<file path="src/rtl/grid_scan.sv">
// Raster front end: tracks board cell under the beam, fetches its kind and tile colour.
// Optional build macro GRID_LINE_EN draws white lines on tile row/column 0.
module grid_scan #(
    parameter int unsigned BOARD_X0   = 80,
    parameter int unsigned BOARD_Y0   = 40,
    parameter int unsigned COLS       = 10,
    parameter int unsigned ROWS       = 6,
    parameter int unsigned TILE_W     = 48,
    parameter int unsigned TILE_H     = 70,
    parameter logic [11:0] BG_CLR     = 12'h000,
    parameter logic [4:0]  KIND_EMPTY = 5'd0
) (
    input  logic        clk,
    input  logic        rst_n,
    input  logic [9:0]  px,
    input  logic [9:0]  py,
    input  logic        de_in,
    input  logic        hs_in,
    input  logic        vs_in,
    output logic [6:0]  map_addr,
    input  logic [4:0]  map_kind,
    output logic [4:0]  kind,
    output logic [5:0]  tx,
    output logic [6:0]  ty,
    input  logic [11:0] clr_in,
    output logic [11:0] rgb,
    output logic        de_out,
    output logic        hs_out,
    output logic        vs_out
);

    localparam int unsigned COL_W = (COLS   > 1) ? $clog2(COLS)   : 1;
    localparam int unsigned ROW_W = (ROWS   > 1) ? $clog2(ROWS)   : 1;
    localparam int unsigned XW    = (TILE_W > 1) ? $clog2(TILE_W) : 1;
    localparam int unsigned YW    = (TILE_H > 1) ? $clog2(TILE_H) : 1;

    localparam logic [9:0]    X0    = 10'(BOARD_X0);
    localparam logic [9:0]    X1    = 10'(BOARD_X0 + COLS * TILE_W);
    localparam logic [9:0]    Y0    = 10'(BOARD_Y0);
    localparam logic [9:0]    Y1    = 10'(BOARD_Y0 + ROWS * TILE_H);
    localparam logic [XW-1:0] XLAST = XW'(TILE_W - 1);
    localparam logic [YW-1:0] YLAST = YW'(TILE_H - 1);

    // running position counters; the registered values double as stage-1 state
    logic [COL_W-1:0] col, col_n;
    logic [ROW_W-1:0] row, row_n;
    logic [XW-1:0]    xoff, xoff_n;
    logic [YW-1:0]    yoff, yoff_n;
    logic             in_x, in_y, in_reg;
    logic [6:0]       addr_n;
    logic             s1_in;

    logic             s2_in;

    logic             s3_in;
    logic             s3_empty;
    logic [11:0]      s3_clr;
`ifdef GRID_LINE_EN
    logic             s3_grid;
`endif

    logic [3:0]       de_sr, hs_sr, vs_sr;
    logic [11:0]      rgb_n;

    always_comb begin
        in_x   = (px >= X0) && (px < X1);
        in_y   = (py >= Y0) && (py < Y1);
        in_reg = de_in && in_x && in_y;

        col_n  = col;
        xoff_n = xoff;
        if (de_in && (px == X0)) begin
            col_n  = '0;
            xoff_n = '0;
        end else if (in_reg) begin
            if (xoff == XLAST) begin
                xoff_n = '0;
                col_n  = col + COL_W'(1);
            end else begin
                xoff_n = xoff + XW'(1);
            end
        end

        // vertical step once per line at the start of active video
        row_n  = row;
        yoff_n = yoff;
        if (de_in && (px == '0)) begin
            if (py == Y0) begin
                row_n  = '0;
                yoff_n = '0;
            end else if (in_y) begin
                if (yoff == YLAST) begin
                    yoff_n = '0;
                    row_n  = row + ROW_W'(1);
                end else begin
                    yoff_n = yoff + YW'(1);
                end
            end
        end

        addr_n = in_reg ? 7'(32'(row_n) * COLS + 32'(col_n)) : '0;
    end

    // S1: counters, region flag, map address
    always_ff @(posedge clk or negedge rst_n) begin
        if (!rst_n) begin
            col      <= '0;
            row      <= '0;
            xoff     <= '0;
            yoff     <= '0;
            s1_in    <= 1'b0;
            map_addr <= '0;
        end else begin
            col      <= col_n;
            row      <= row_n;
            xoff     <= xoff_n;
            yoff     <= yoff_n;
            s1_in    <= in_reg;
            map_addr <= addr_n;
        end
    end

    // S2: map data arrives, present kind and in-tile position to the tile ROM
    always_ff @(posedge clk or negedge rst_n) begin
        if (!rst_n) begin
            s2_in <= 1'b0;
            kind  <= '0;
            tx    <= '0;
            ty    <= '0;
        end else begin
            s2_in <= s1_in;
            kind  <= s1_in ? map_kind : KIND_EMPTY;
            tx    <= 6'(xoff);
            ty    <= 7'(yoff);
        end
    end

    // S3: tile colour arrives
    always_ff @(posedge clk or negedge rst_n) begin
        if (!rst_n) begin
            s3_in    <= 1'b0;
            s3_empty <= 1'b0;
            s3_clr   <= '0;
`ifdef GRID_LINE_EN
            s3_grid  <= 1'b0;
`endif
        end else begin
            s3_in    <= s2_in;
            s3_empty <= (kind == KIND_EMPTY);
            s3_clr   <= clr_in;
`ifdef GRID_LINE_EN
            s3_grid  <= (tx == '0) || (ty == '0);
`endif
        end
    end

    // S4: de_sr[2] is the blanking flag of the pixel currently in S3
    always_comb begin
        rgb_n = BG_CLR;
        if (de_sr[2] && s3_in) begin
`ifdef GRID_LINE_EN
            if (s3_grid)
                rgb_n = 12'hFFF;
            else if (!s3_empty)
                rgb_n = s3_clr;
`else
            if (!s3_empty)
                rgb_n = s3_clr;
`endif
        end
    end

    always_ff @(posedge clk or negedge rst_n) begin
        if (!rst_n) begin
            rgb   <= BG_CLR;
            de_sr <= '0;
            hs_sr <= '0;
            vs_sr <= '0;
        end else begin
            rgb   <= rgb_n;
            de_sr <= {de_sr[2:0], de_in};
            hs_sr <= {hs_sr[2:0], hs_in};
            vs_sr <= {vs_sr[2:0], vs_in};
        end
    end

    assign de_out = de_sr[3];
    assign hs_out = hs_sr[3];
    assign vs_out = vs_sr[3];

endmodule

</file>
<file path="config.mk">
export PLATFORM = sky130hd
export DESIGN_NAME = grid_scan
export DESIGN_NICKNAME = d
export VERILOG_FILES = /design/src/rtl/grid_scan.sv
export SDC_FILE = /design/constraint.sdc
export NUM_CORES = 1
export LEC_CHECK = 0
export BUFFER_PORTS_ARGS = -buffer_cell sky130_fd_sc_hd__buf_2
export CORE_ASPECT_RATIO = 0.8
export CORE_MARGIN = 2
export CORE_UTILIZATION = 50
export CTS_CLUSTER_SIZE = 12
export DETAILED_ROUTE_END_ITERATION = 16
export HOLD_SLACK_MARGIN = 0.05
export PLACE_DENSITY = 0.76
export SLEW_MARGIN = 20
export SYNTH_ARGS = -nofsm -noshare
export SYNTH_HDL_FRONTEND = slang
export SYNTH_SLANG_ARGS = --single-unit
</file>
<file path="constraint.sdc">
create_clock -name clk -period 4.68 [get_ports clk]
set_input_delay 0.702 -clock clk [delete_from_list [all_inputs] [get_ports clk]]
set_output_delay 0.702 -clock clk [all_outputs]
set_load 0.01 [all_outputs]
</file>
# [Yosys cells after proc, flatten, opt, wreduce, memory -nomap -nowiden]
# Index checks and enable logic that the tools add are counted.
[op_classes] add_sub_neg=5 n_mul=1 order_cmp=4 n_eq_ne=4 mux=17 reduce_logical=12
[ops] op="2-to-1 mux 7 bit" n=4
[ops] op="2-to-1 mux 12 bit" n=2
[ops] op="2-to-1 mux 6 bit" n=3
[ops] op="2-to-1 mux 3 bit" n=4
[ops] op="2-to-1 mux 4 bit" n=3
[ops] op="== test 10 x 6 -> 1 bit, second input constant" n=1
[ops] op="== test 10 x 7 -> 1 bit, second input constant" n=1
[ops] op=">= comparator 10 x 6 -> 1 bit, second input constant" n=1
[ops] op=">= comparator 10 x 7 -> 1 bit, second input constant" n=1
[ops] op="logical NOT 10 bit" n=1
[ops] op="< comparator 10 bit, second input constant" n=1
[ops] op="< comparator 10 x 9 -> 1 bit, second input constant" n=1
[ops] op="adder 7 x 1 -> 7 bit, second input constant" n=1
[ops] op="adder 7 x 4 -> 7 bit" n=1
[ops] op="== test 7 bit, second input constant" n=1
[ops] op="logical AND 1 bit" n=7
[ops] op="adder 6 x 1 -> 6 bit, second input constant" n=1
[ops] op="== test 6 bit, second input constant" n=1
[ops] op="multiplier 3 x 3 -> 6 bit, second input constant" n=1
[ops] op="logical NOT 5 bit" n=1
[ops] op="2-to-1 mux 5 bit" n=1
[ops] op="adder 4 x 1 -> 4 bit, second input constant" n=1
[ops] op="nonzero test 2 bit" n=2
[ops] op="adder 3 x 1 -> 3 bit, second input constant" n=1
[ops] op="AND reduction 2 bit" n=1
[totals] ff_bits=85 inputBits=42 wordCells=60

# [Logic depth before layout (Yosys ltp)]
# Gate-level depths: netlist of run 1.
[logic_depth] ltp_word=8 ltp_mapped=14

# [Worst setup path after synthesis of run 1]
# Ideal clock, no wire load.
[synth_timing] path_kind="input to register" startpoint="input port px[7]" endpoint="register map_addr[5]" arrival_time_ns=3.289 required_time_ns=4.549 setup_slack_ns=1.260 stages=11 path_cell_list="or4b_1 -> o311a_1 -> or3_1 -> buf_2 -> or4_1 -> a21oi_1 -> ha_1 -> nor2b_1 -> o21ai_0 -> xor2_1 -> nor2_1"
[synth_via] elab_chain_cells=8 word_cells_on_any_way=15 classes_between="add/sub (1); mul (1); order compare (2); eq/ne (1); mux (4); reduce/logical (6)"
[synth_lines] element="start: declaration" line_no="15" source="input logic [9:0] px,"
[synth_lines] element=">= comparator 10 x 7 -> 1 bit / < comparator 10 bit (equally long branches)" line_no="66" source="in_x = (px >= X0) && (px < X1);"
[synth_lines] element="logical AND 1 bit" line_no="66"
[synth_lines] element="logical AND 1 bit (2 in series)" line_no="68" source="in_reg = de_in && in_x && in_y;"
[synth_lines] element="2-to-1 mux 4 bit" line_no="75" source="end else if (in_reg) begin"
[synth_lines] element="2-to-1 mux 4 bit *" line_no="72" source="if (de_in && (px == X0)) begin"
[synth_lines] element="net col_n[3]" line_no="45" source="logic [COL_W-1:0] col, col_n;"
[synth_lines] element="adder 7 x 4 -> 7 bit *" line_no="101" source="addr_n = in_reg ? 7'(32'(row_n) * COLS + 32'(col_n)) : '0;"
[synth_lines] element="2-to-1 mux 7 bit *" line_no="101"
[synth_lines] element="net addr_n[5]" line_no="50" source="logic [6:0] addr_n;"
[synth_lines] element="end signal: assignment" line_no="119" source="map_addr <= addr_n;"
[synth_lines] element="end: declaration" line_no="20" source="output logic [6:0] map_addr,"
# The timed path passes the listed nets; every way through them passes the cells marked *.
# A chain may end at the register's enable or synchronous reset.

# [Worst setup path in the final report of run 1]
# Same ends and word-level chain as after synthesis.

==> results of run 1 <==
==> cell usage after synthesis, types with 5 or more instances <==
cell type | instances | area share, %
sky130_fd_sc_hd__xnor2_1 | 6 | 1.6
sky130_fd_sc_hd__ha_1 | 11 | 4.3
sky130_fd_sc_hd__o21ai_0 | 13 | 2.0
sky130_fd_sc_hd__dfrtp_1 | 85 | 66
sky130_fd_sc_hd__nand3_1 | 12 | 1.9
sky130_fd_sc_hd__and3_1 | 5 | 0.97
sky130_fd_sc_hd__nor3_1 | 10 | 1.6
sky130_fd_sc_hd__and2_1 | 18 | 3.5
sky130_fd_sc_hd__a21oi_1 | 10 | 1.6
sky130_fd_sc_hd__nor4_1 | 5 | 0.97
sky130_fd_sc_hd__or3_1 | 5 | 0.97
sky130_fd_sc_hd__nand2_1 | 12 | 1.4
sky130_fd_sc_hd__nor2_1 | 17 | 2.0
==> flip-flops by register name, indices dropped and copies added, names as in the netlist <==
signal	count
rgb	12
s3_clr	12
map_addr	7
ty	7
yoff	7
tx	6
xoff	6
kind	5
col	4
de_sr	4
hs_sr	4
vs_sr	4
row	3
s1_in	1
s2_in	1
s3_empty	1
s3_in	1
==> worst paths after layout <==
path / start / end / slack, ns / depth (start not counted)
worst max-delay path: px[7] / map_addr[5] / 1.15 / 11
worst min-delay path: hs_sr[0] / hs_sr[1] / 0.35 / 0
worst max register to register: xoff[0] / map_addr[5] / 1.17 / 13
worst min register to register: hs_sr[0] / hs_sr[1] / 0.35 / 0
max in group asynchronous: rst_n / ty[1] / 3.79 / 1
min in group asynchronous: rst_n / vs_sr[3] / 0.37 / 1
==> per-layer routing <==
layer,global-route usage [%],routed length (um),vias up
met1,25.5,2870,1074
li1,-,-,1085
met2,26.7,2690,82
met3,7.32,433,2
met5,0,0,-
met4,5.15,17,0
==> logic make-up after synthesis <==
kind of cell	Yosys count	share of synthesized area, %
flip-flops	85	66.1
AND/OR/NAND/NOR	102	17.6
buffers and inverters	9	1.09
AO/OA/AOI/OAI	37	7.20
multiplexers	2	0.622
adder cells (fa/ha/maj)	12	4.90
XOR/XNOR	9	2.45
==> per-stage QoR <==
stage          util (%)  hold slack [ns]  std cells  setup WS (ns)  total power (uW)
6_report           62.2            0.346        435           1.15              1400
5_1_grt            62.2            0.356        435          0.922              1480
4_1_cts            62.1            0.348        435           1.18              1420
3_5_place_dp       59.1            0.337        419          0.790               941
3_3_place_gp       59.1            0.332        419          0.914               934
2_1_floorplan         -            0.331        256           1.26               866
==> final cells by class <==
type	count	area [sq um]
flip-flops and latches	85	2130
fillers	535	2390
multi-input cells	162	1050
inverters	4	15.0
clock inverters	6	51.3
well taps	84	105
repair buffers	84	434
clock buffers	10	138
==> worst reg2reg max path: stages, from the launching register on <==
cell                      delay, ns
sky130_fd_sc_hd__dfrtp_1       0.42
sky130_fd_sc_hd__ha_1          0.22
sky130_fd_sc_hd__nand3_1       0.16
sky130_fd_sc_hd__or3b_2        0.56
sky130_fd_sc_hd__nor4_1        0.58
sky130_fd_sc_hd__mux2i_1       0.16
sky130_fd_sc_hd__nor2_1        0.15
sky130_fd_sc_hd__ha_1          0.20
sky130_fd_sc_hd__inv_1         0.06
sky130_fd_sc_hd__fa_1          0.39
sky130_fd_sc_hd__nor2b_1       0.17
sky130_fd_sc_hd__o21ai_0       0.11
sky130_fd_sc_hd__xor2_1        0.14
sky130_fd_sc_hd__nor2_1        0.05
==> report_power, final <==
group          total (uW)  leakage, uW  internal, uW  switching (uW)
clock                 479    0.0000939           214             265
sequential            807      0.00111           780            27.0
combinational         117     0.000803          50.0            66.6
==> layout by cell type, fill, tap and decap left out, types with 2 or more instances in the layout <==
master | netlist | final
sky130_fd_sc_hd__dfrtp_1 | 85 | 85
sky130_fd_sc_hd__buf_2 | 1 | 80
sky130_fd_sc_hd__and2_1 | 18 | 18
sky130_fd_sc_hd__nor2_1 | 17 | 17
sky130_fd_sc_hd__o21ai_0 | 13 | 13
sky130_fd_sc_hd__nand3_1 | 12 | 12
sky130_fd_sc_hd__nand2_1 | 12 | 12
sky130_fd_sc_hd__ha_1 | 11 | 11
sky130_fd_sc_hd__nor3_1 | 10 | 10
sky130_fd_sc_hd__a21oi_1 | 10 | 10
sky130_fd_sc_hd__clkbuf_8 | 0 | 10
sky130_fd_sc_hd__xnor2_1 | 6 | 6
sky130_fd_sc_hd__and3_1 | 5 | 5
sky130_fd_sc_hd__or3_1 | 5 | 5
sky130_fd_sc_hd__nor4_1 | 5 | 5
sky130_fd_sc_hd__inv_1 | 4 | 4
sky130_fd_sc_hd__nor4b_1 | 3 | 3
sky130_fd_sc_hd__xor2_1 | 3 | 3
sky130_fd_sc_hd__or4_1 | 3 | 3
sky130_fd_sc_hd__a21o_1 | 3 | 3
sky130_fd_sc_hd__inv_6 | 0 | 3
sky130_fd_sc_hd__buf_4 | 0 | 3
sky130_fd_sc_hd__mux2i_1 | 2 | 2
sky130_fd_sc_hd__nor3b_1 | 2 | 2
sky130_fd_sc_hd__nand3b_1 | 2 | 2
sky130_fd_sc_hd__o31ai_1 | 2 | 2
sky130_fd_sc_hd__nor2b_1 | 2 | 2
sky130_fd_sc_hd__clkinv_4 | 0 | 2
==> run summary, run 1 <==
The synthesized design contains 0 enable-type register cells. The remaining max-slew budget at the tightest pin is 51.1%, and the standby leakage power is 0.00201 uW. Dividing total power by cell area gives a power density of 357 nW/um^2. The run gives 4420 um as the sum of net half-perimeters after detailed placement. Along the worst path, the maximum fanout reaches 18. The flip-flop and latch count after synthesis was 85; the synthesized net count was 310.

Setup violations remaining at the end of the flow were counted as 0. The logs give 0 for the total inserted antenna cells and 0 for the count of cells resized by post-cts repair. IR analysis of the VDD net gives a maximum drop of 0.000139 V. In this run the worst hold path is classified as reg -> reg. The final-report hold violation count came out at 0. CTS placed an instance of sky130_fd_sc_hd__clkbuf_8 at the clock tree root. The layout cell share with drive strength beyond 1 is 29.1%, and the fmax is 283 MHz.

For this run, asynchronously set or reset flops after synthesis account for 100%. In this run the vertical extent of the chip is 75.7 um. The first routing iteration left 131 violations. In this run the number of H-tree levels came out at 3. The cell with the largest stage delay on the worst path is sky130_fd_sc_hd__or3_1. Broken down by cell family, the worst path's largest delay share belongs to simple AND/OR/NAND/NOR gates. For the number of buffers created by CTS, the log shows 9.

Global routing finished with a remaining overflow of 0. The worst setup path is launched from an input port. The ratio of final minimum period to clock period was 75.4%; the number of clock sinks was 85.

The via count normalized by instance count is 5.16, and the area of the die is 7090 sq um. In the synthesized netlist, the number of instances is 256. In this run the cell area of the synthesized design comes to 3220 sq um. At the end of the flow, the number of nets in the layout was 400.

The most used flip-flop cell after synthesis is sky130_fd_sc_hd__dfrtp_1. Setup repair after global routing left no endpoint under its margin. The clock period minus final worst setup slack is 3.53 ns. The tools report the number of max-cap violations as 0. Count of unique library cells instantiated by Yosys: 41. The die is 93.7 um wide. The tools report the final count of pins violating max slew as 0. Mean routed wirelength per cell: 13.8 um. TritonCTS built the clock tree.

The first global-routing pass estimated 9630 um of wire. The number of port buffers is 81. The number of buffers inserted by hold repair at cts came out at 0.

The signal on the critical path passes through buf_2 > or4b_1 > o311a_1 > or3_1 > or4_1 > a21oi_1 > ha_1 > nor2b_1 > o21ai_0 > xor2_1 > nor2_1. Relative to the synthesized area, the layout overhead comes to 22.0%. 82 I/O pins were placed.

The delay of the slowest cell on the worst path is 0.62 ns, and the total routing usage reported by global routing is 18.2%. The flow ran to the end, and the final reports show no timing, DRC or antenna violations. The run gives 26 as the number of placement rows. The run gives 6010 um as the final routed wirelength across all metal layers. Yosys printed 0 warnings.

Category of the worst setup path capture point: a register. The total DRC errors in the routed layout is 0, and the post-route antenna net violation count is 0. For this configuration, the core starts out at a cell density of 51.0%. The final setup skew is 0.00818 ns.

The post-CTS setup-driven buffer insertion count is 0, and the core footprint is 6310 sq um. The finished cells cover 3930 sq um. For the pin with the worst max-slew slack, the measured transition is 0.726 ns.

Clock latency on the worst-skew pair, taken at its later pin, is 0.35 ns. Summing all placed instances gives a cell area of 3730 sq um. The number of antenna violations at the first check in global routing is 0, and the final weighted congestion of routability-driven global placement is 0.856. After routing, the total negative slack on setup checks comes to 0 ns. The critical path is of the in -> reg type. Clock-pin slew was measured on the worst setup and hold paths at 0.09 ns.

Entering global routing, the biggest net connects 86 pins. The number of buffers and inverters on the critical path is 1, and the mean cell area of the mapped netlist is 12.6 sq um. The via count of the first global-routing pass was 2054; the detailed-routing iteration count for the pre-antenna-repair pass was 4.

The critical path data required time is 4.90 ns, and the data arrival time of the critical path is 3.75 ns. The logs give 2243 for the overall via count from detail_route and 66.1% for the post-synthesis sequential area ratio. The clock passes through at most 2 buffers.
Power figures use the tool's default switching activity.
==> inputs of run 2 (changes only) <==
Settings changed: CORE_UTILIZATION 50 to 47, PLACE_DENSITY 0.76 to 0.75.
Clock period 4.68 ns to 3.1 ns, I/O delays scaled along.
==> run 2 against run 1 <==
Against the previous run: non-clock buffer count up 30; count of clock-buffer cells in the layout unchanged; register-to-register slack worse by 0.93 ns; total power up 53%; final cell count up 6.9%; combinational power up 71%; sequential share of layout area down 3.3 points; critical path depth unchanged; flip-flop and latch count unchanged; worst setup slack worse by 1.0 ns; critical endpoint unchanged.
==> run summary, run 2 (synthesis gave the netlist of run 1 again) <==
The utilization of the core after routing is 64.3% (+2.1 points), and the level count of the clock H-tree is 3 (unchanged). The clock-pin slew reported for the worst setup and hold paths after clock tree synthesis works out to 0.08 ns (about the same). For the starting density of the core, the log shows 49.4% (-1.5 points).

Clock period minus final worst setup slack: 2.95 ns. TritonCTS built the clock tree. Derived from the worst setup path, the maximum achievable clock frequency is 339 MHz. The total DRC errors in the routed layout is 0 (unchanged).

The overall via count from detail_route came out at 2364 (+5.4%). Traced cell by cell, the critical path runs through buf_2 > or4b_1 > o311a_1 > or3_1 > or4_4 > a21oi_2 > ha_1 > nor2b_2 > o21ai_1 > xor2_1 > nor2_1. The largest registers in the layout are rgb (12), s3_clr (12). The number of port buffers works out to 81 (unchanged).

The worst setup path is launched from an input port. The logs give 3.35 ns (-1.55 ns) for the critical path data required time and 6370 um (+6.0%) for the final routed wirelength across all metal layers. Via count normalized by instance count: 5.08 (-1.4%). The sum of net half-perimeters after detailed placement came out at 4650 um (+5.1%). The tools report the filler-free cell count of the finished design as 465 (+6.9%).

Leaving out fill and tap cells, the most frequent cell in the layout is sky130_fd_sc_hd__dfrtp_1. The number of buffers inserted by hold repair at cts is 0 (unchanged), and the final weighted congestion of routability-driven global placement is 0.861 (+0.57%). The logs give 4 (unchanged) for the detailed-routing iteration count for the pre-antenna-repair pass and 52.7% (+1.6 points) for the remaining max-slew budget at the tightest pin. The run gives 527 (-1.5%) as the total of fill cells in the finished design. The logs give 2140 uW (+53%) for the total power after layout and 10400 um (+8.5%) for the wire length of the first global-routing pass.

The number of max-cap violations is 0 (unchanged). Worst min-delay path category: in -> async. The logs give 0 (unchanged) for the post-route antenna net violation count and 7530 sq um (+6.1%) for the area of the die.

The total routing usage reported by global routing is 18.4% (+0.21 points), and the cell count after placement is 448 (+6.9%). The tools report the number of buffers created by CTS as 9 (unchanged). The number of placement rows is 26 (unchanged).

The tools report the number of DRC violations after detailed-routing iteration 0 as 66 (-50%). The remaining global-route overflow was 0 (unchanged); the largest fanout of any net on the critical path was 5 (-13). The run finished with clean final reports. The die boundary width is 96.5 um (+3.0%), and the number of antenna violations at the first check in global routing is 0 (unchanged).

Standby leakage power: 0.00217 uW (+7.9%). The logs give 0.000287 V (+110%) for the maximum ir drop on the vdd rail and 0 (unchanged) for the final setup violation count. The mean routed wirelength per cell was 13.7 um (-0.86%); the area taken by flip-flops and latches was 2130 sq um (unchanged).

The final count of pins violating max slew is 0 (unchanged). The transition time of the tightest slew-check pin works out to 0.709 ns (-0.0173 ns). Setup repair after global routing left no endpoint under its margin. The final-report hold violation count is 0 (unchanged), and the clock tree buffer depth is 2 (unchanged).

The y dimension of the die works out to 78.0 um (+3.0%). By startpoint and endpoint, the worst setup path is classified as in -> reg. Total area of multi-input combinational cells: 1080 sq um (+2.8%). The logs give 86 (unchanged) for the largest net degree at the start of global routing and 430 (+7.5%) for the final layout net count. The core footprint is 6510 sq um (+3.1%).

The tree is rooted in a sky130_fd_sc_hd__clkbuf_8. For the number of clock sinks, the log shows 85 (unchanged). The area growth from synthesis to final layout is 29.9%, and the ratio of final minimum period to clock period is 95.2%. The tools report the final setup skew as 0.0122 ns (+0.00402 ns). The areal power density over the cells works out to 512 nW/um^2 (+43%).

In the layout the commonest cells are sky130_fd_sc_hd__dfrtp_1 (85), sky130_fd_sc_hd__buf_2 (80), sky130_fd_sc_hd__buf_4 (33), sky130_fd_sc_hd__and2_1 (18), sky130_fd_sc_hd__nor2_1 (17). The layout cell share with drive strength beyond 1 was 36.2% (+7.2 points). Delay of the slowest cell on the worst path: 0.54 ns (-0.08 ns).

The tools report the data arrival time of the critical path as 3.20 ns (-0.55 ns). The I/O pin total is 82 (unchanged). Category of the worst setup path capture point: a register. Among all stages on the critical path, the largest delay is contributed by sky130_fd_sc_hd__or4_4. The tools report the via count of the first global-routing pass as 2236 (+8.9%). The total inserted antenna cells is 0 (unchanged), and the worst hold slack after final layout is 0.149 ns (-0.196 ns). The source-to-sink clock delay at the later pin of the worst-skew pair was 0.35 ns (about the same).
==> run 2: worst max-delay path, delay by kind of cell <==
| family | cells | cell delay (ns) |
|---|---|---|
| AND/OR/NAND/NOR | 5 | 1.72 |
| AO/OA/AOI/OAI | 3 | 0.48 |
| adder cells (fa/ha/maj) | 1 | 0.27 |
| XOR/XNOR | 1 | 0.17 |
| buffers and inverters | 1 | 0.10 |
==> run 2: routing by layer <==
| layer | wire, um | track usage [%] | vias to the layer above |
|---|---|---|---|
| li1 | - | - | 1142 |
| met1 | 3060 | 26.8 | 1120 |
| met2 | 2690 | 26.1 | 95 |
| met3 | 535 | 5.83 | 7 |
| met4 | 77 | 6.34 | 0 |
| met5 | 0 | 0 | - |
==> run 2: per-stage QoR <==
| stage | cell area (sq um) | TNS, ns | worst slack, ns |
|---|---|---|---|
| finish | 4180 | 0 | 0.148 |
| global route | 4180 | 0 | 0.0107 |
| CTS | 4150 | 0 | 0.0522 |
| detailed placement | 3960 | -0.382 | -0.173 |
| global placement | 3960 | -0.269 | -0.147 |
| floorplan | 3230 | 0 | 0.00956 |
==> run 2: area by class of cell <==
cell class | count | area share [%]
inverters | 4 | 0.359
clock buffers | 10 | 3.29
flip-flops and latches | 85 | 50.9
clock inverters | 6 | 1.23
well taps | 84 | 2.51
repair buffers | 114 | 15.8
multi-input cells | 162 | 26.0
==> run 2: path summary, 6_finish.rpt <==
kind                            from           to  slack (ns)  cells past startpoint
setup / recovery               px[7]  map_addr[5]        0.15                     11
max in group asynchronous      rst_n      xoff[5]        2.48                      1
min in group clk           clr_in[0]    s3_clr[0]        0.21                      1
setup reg to reg             xoff[1]  map_addr[5]        0.24                     14
hold reg to reg             hs_sr[2]     hs_sr[3]        0.35                      0
hold / removal                 rst_n      rgb[11]        0.15                      1
==> run 2: repair_timing <==
action                     CTS  global route
setup endpoints to repair    0             3
buffers inserted             0             1
gates resized for setup      0             6
==> run 2: report_power, final <==
part	total (uW)	leakage (uW)	switching [uW]	internal, uW
clock network	728	0.0000943	402	325
logic	200	0.000962	106	93.5
registers	1210	0.00111	38.1	1180
total	2140	0.00217	547	1600
==> inputs of run 3 (changes only) <==
Settings changed: CORE_UTILIZATION 47 to 49, CTS_BUF_LIST from default to sky130_fd_sc_hd__clkbuf_4 sky130_fd_sc_hd__clkbuf_8, PLACE_DENSITY 0.75 to 0.78.
==> run 3 against run 2 <==
Against the previous run: clock power is 6.6% higher; register-to-register slack worse by 0.03 ns; non-clock buffer count up 1; critical path depth grew 4; combinational power up 8%; routed wire length unchanged; worst setup slack gained 0.014 ns; design area grew 0.93%; via count increased by 2.2%; total power up 3.2%; critical path type unchanged; largest cell class unchanged.
==> run summary, run 3 (synthesis gave the netlist of run 1 again) <==
The flow ran to the end, and the final reports show no timing, DRC or antenna violations. The delay of the slowest cell on the worst path is 0.53 ns (about the same). TritonCTS built the clock tree. The clock-pin slew reported for the worst setup and hold paths after clock tree synthesis was 0.09 ns (about the same).

The worst register-to-register path ends at map_addr[5]. Walking the worst path, the cells encountered are buf_2 > or4b_1 > o311a_1 > buf_4 > nor4_4 > buf_4 > mux2i_1 > nor2_1 > ha_2 > inv_1 > fa_1 > nor2b_2 > o21ai_1 > xor2_1 > nor2_1. The run gives 0 (unchanged) as the final count of pins violating max slew. The root buffer cell chosen for the clock tree is sky130_fd_sc_hd__clkbuf_8. The clock tree buffer depth was 2 (unchanged). For the final setup TNS, the log shows 0 ns (unchanged). The run gives 26 (unchanged) as the number of placement rows.

The final weighted congestion of routability-driven global placement was 0.811 (-5.8%). The tools report the beginning of the worst register-to-register path as xoff[1]. In the final layout, the registers with the most flip-flops are rgb (12), s3_clr (12). Category of the worst setup path capture point: a register. Kind of start point of the critical path: an input port. The transition time of the tightest slew-check pin works out to 0.719 ns (+0.0102 ns). The tools report the area taken by flip-flops and latches as 2130 sq um (unchanged). The number of antenna violations at the first check in global routing came out at 0 (unchanged). The number of buffers inserted by hold repair at cts was 0 (unchanged). I/O pin total: 82 (unchanged).

The y dimension of the die is 76.5 um (-2.0%). The level count of the clock H-tree was 3 (unchanged). Total inserted antenna cells: 0 (unchanged). The critical path data required time was 3.34 ns (about the same). The run gives 4 (unchanged) as the detailed-routing iteration count for the pre-antenna-repair pass. The total power after layout is 2210 uW (+3.2%), and the via count of the first global-routing pass is 2302 (+3.0%). The number of port buffers is 81 (unchanged), and the maximum ir drop on the vdd rail is 0.000231 V (-19%).

The final routed wirelength across all metal layers was 6370 um (unchanged). For the number of buffers created by CTS, the log shows 9 (unchanged). The layout cell share with drive strength beyond 1 is 37.2% (+0.95 points).

Number of clock sinks: 85 (unchanged). The via count normalized by instance count works out to 5.18 (+1.9%). The ratio of final minimum period to clock period came out at 94.8% (-0.44 points).

The starting density of the core was 50.5% (+1.0 points); the overall via count from detail_route was 2415 (+2.2%). The mean routed wirelength per cell was 13.7 um (-0.21%). The total area of multi-input combinational cells came out at 1100 sq um (+1.4%). The core footprint came out at 6380 sq um (-2.0%). In this run the worst setup path begins at px[7]. The die boundary width was 94.6 um (-2.0%). The standby leakage power came out at 0.00218 uW (+0.47%).

In the layout the commonest cells are sky130_fd_sc_hd__dfrtp_1 (85), sky130_fd_sc_hd__buf_2 (80), sky130_fd_sc_hd__buf_4 (34), sky130_fd_sc_hd__and2_1 (18), sky130_fd_sc_hd__nor2_1 (16). The remaining max-slew budget at the tightest pin is 52.1% (-0.68 points). Worst min-delay path category: in -> async. The total routing usage reported by global routing came out at 19.3% (+0.91 points). The run gives 0.161 ns (+0.0135 ns) as the worst path setup slack after routing. For the post-placement setup slack, the log shows -0.171 ns (+0.00176 ns). The critical path is of the in -> reg type. The post-route antenna net violation count is 0 (unchanged).

The cell count of the worst reg-to-reg path was 14 (unchanged); the remaining global-route overflow was 0 (unchanged). The largest fanout of any net on the critical path is 3 (-2). The final setup violation count is 0 (unchanged). The areal power density over the cells is 524 nW/um^2 (+2.2%). For the final-report hold violation count, the log shows 0 (unchanged). The logs give 86 (unchanged) for the largest net degree at the start of global routing and 4700 um (+1.1%) for the sum of net half-perimeters after detailed placement.

Area of the die: 7230 sq um (-3.9%). The fmax came out at 340 MHz (+0.46%). For the source-to-sink clock delay at the later pin of the worst-skew pair, the log shows 0.35 ns (about the same). The tools report the worst hold slack after final layout as 0.155 ns (+0.00509 ns). The last element of the critical path was map_addr[5]. The clock period minus final worst setup slack came out at 2.94 ns (-0.0135 ns). For the number of max-cap violations, the log shows 0 (unchanged).

The tools report the wire length of the first global-routing pass as 10700 um (+2.8%). The final setup skew was 0.00952 ns (-0.00267 ns). For the final layout net count, the log shows 431 (+0.23%). Cell with the largest stage delay on the worst path: sky130_fd_sc_hd__or4b_1.

For the data arrival time of the critical path, the log shows 3.18 ns (-0.02 ns). Compared with the post-synthesis result, the final layout area differs by 31.2%. The total of fill cells in the finished design came out at 511 (-3.0%). The most common library cell in the layout ignoring fill and taps is sky130_fd_sc_hd__dfrtp_1. The tools report the total DRC errors in the routed layout as 0 (unchanged). The run gives 110 (+67%) as the number of DRC violations after detailed-routing iteration 0. The flop-to-flop setup slack came out at 0.21 ns (-0.03 ns).
run 3: cell count changes in the layout (fill, tap and decap cells not counted), moves of 2 or more:
cell / previous run / this run
sky130_fd_sc_hd__ha_1: 11 / 9
sky130_fd_sc_hd__inv_6: 4 / 2
sky130_fd_sc_hd__ha_2: 0 / 2
sky130_fd_sc_hd__nor4_2: 2 / 0
run 3: stage by stage:
step	util, %	cell area, sq um	std cells
after floorplan	-	3230	256
after global placement	62.1	3960	448
after detailed placement	62.1	3960	448
after CTS	65.3	4160	464
after global routing	66.2	4220	466
final	66.2	4220	466
run 3: per-layer routing:
| layer | GRT usage (%) | routed length, um | vias up |
|---|---|---|---|
| met5 | 0 | 0 | - |
| met4 | 4.78 | 68 | 0 |
| met3 | 7.52 | 538 | 10 |
| met2 | 28.6 | 2870 | 94 |
| met1 | 27.1 | 2890 | 1166 |
| li1 | - | - | 1145 |
run 3: final cells by class:
cell class | instances | area share [%]
multi-input cells | 162 | 26.1
clock inverters | 7 | 1.93
repair buffers | 115 | 15.8
clock buffers | 9 | 2.94
inverters | 4 | 0.356
well taps | 84 | 2.49
flip-flops and latches | 85 | 50.4
run 3: how the worst min path moves through the flow:
| stage | endpoint | slack, ns | cells past startpoint |
|---|---|---|---|
| global route | s3_clr[2] | 0.18 | 1 |
| finish | rgb[0] | 0.15 | 1 |
| detailed placement | vs_sr[3] | 0.34 | 0 |
| global placement | vs_sr[3] | 0.33 | 0 |
| CTS | s3_clr[2] | 0.20 | 1 |
| floorplan | col[0] | 0.17 | 0 |
run 3: where the power goes:
group / internal, uW / switching (uW) / leakage, uW / total [uW]
sequential: 1180 / 40.1 / 0.00111 / 1220
combinational: 104 / 113 / 0.000960 / 217
clock: 384 / 391 / 0.000106 / 776
run 3: repair_timing:
action                                  4_1_cts  5_1_grt
setup buffers                                 0        2
endpoints found under the setup margin        0        4
gates resized for setup                       0       10
endpoints found under the hold margin         0        0
run 3: worst max-delay path: cells and delay by family:
family	cells	cell delay, ns
multiplexers	1	0.06
AND/OR/NAND/NOR	5	1.16
XOR/XNOR	1	0.15
adder cells (fa/ha/maj)	2	0.62
AO/OA/AOI/OAI	2	0.24
buffers and inverters	4	0.48
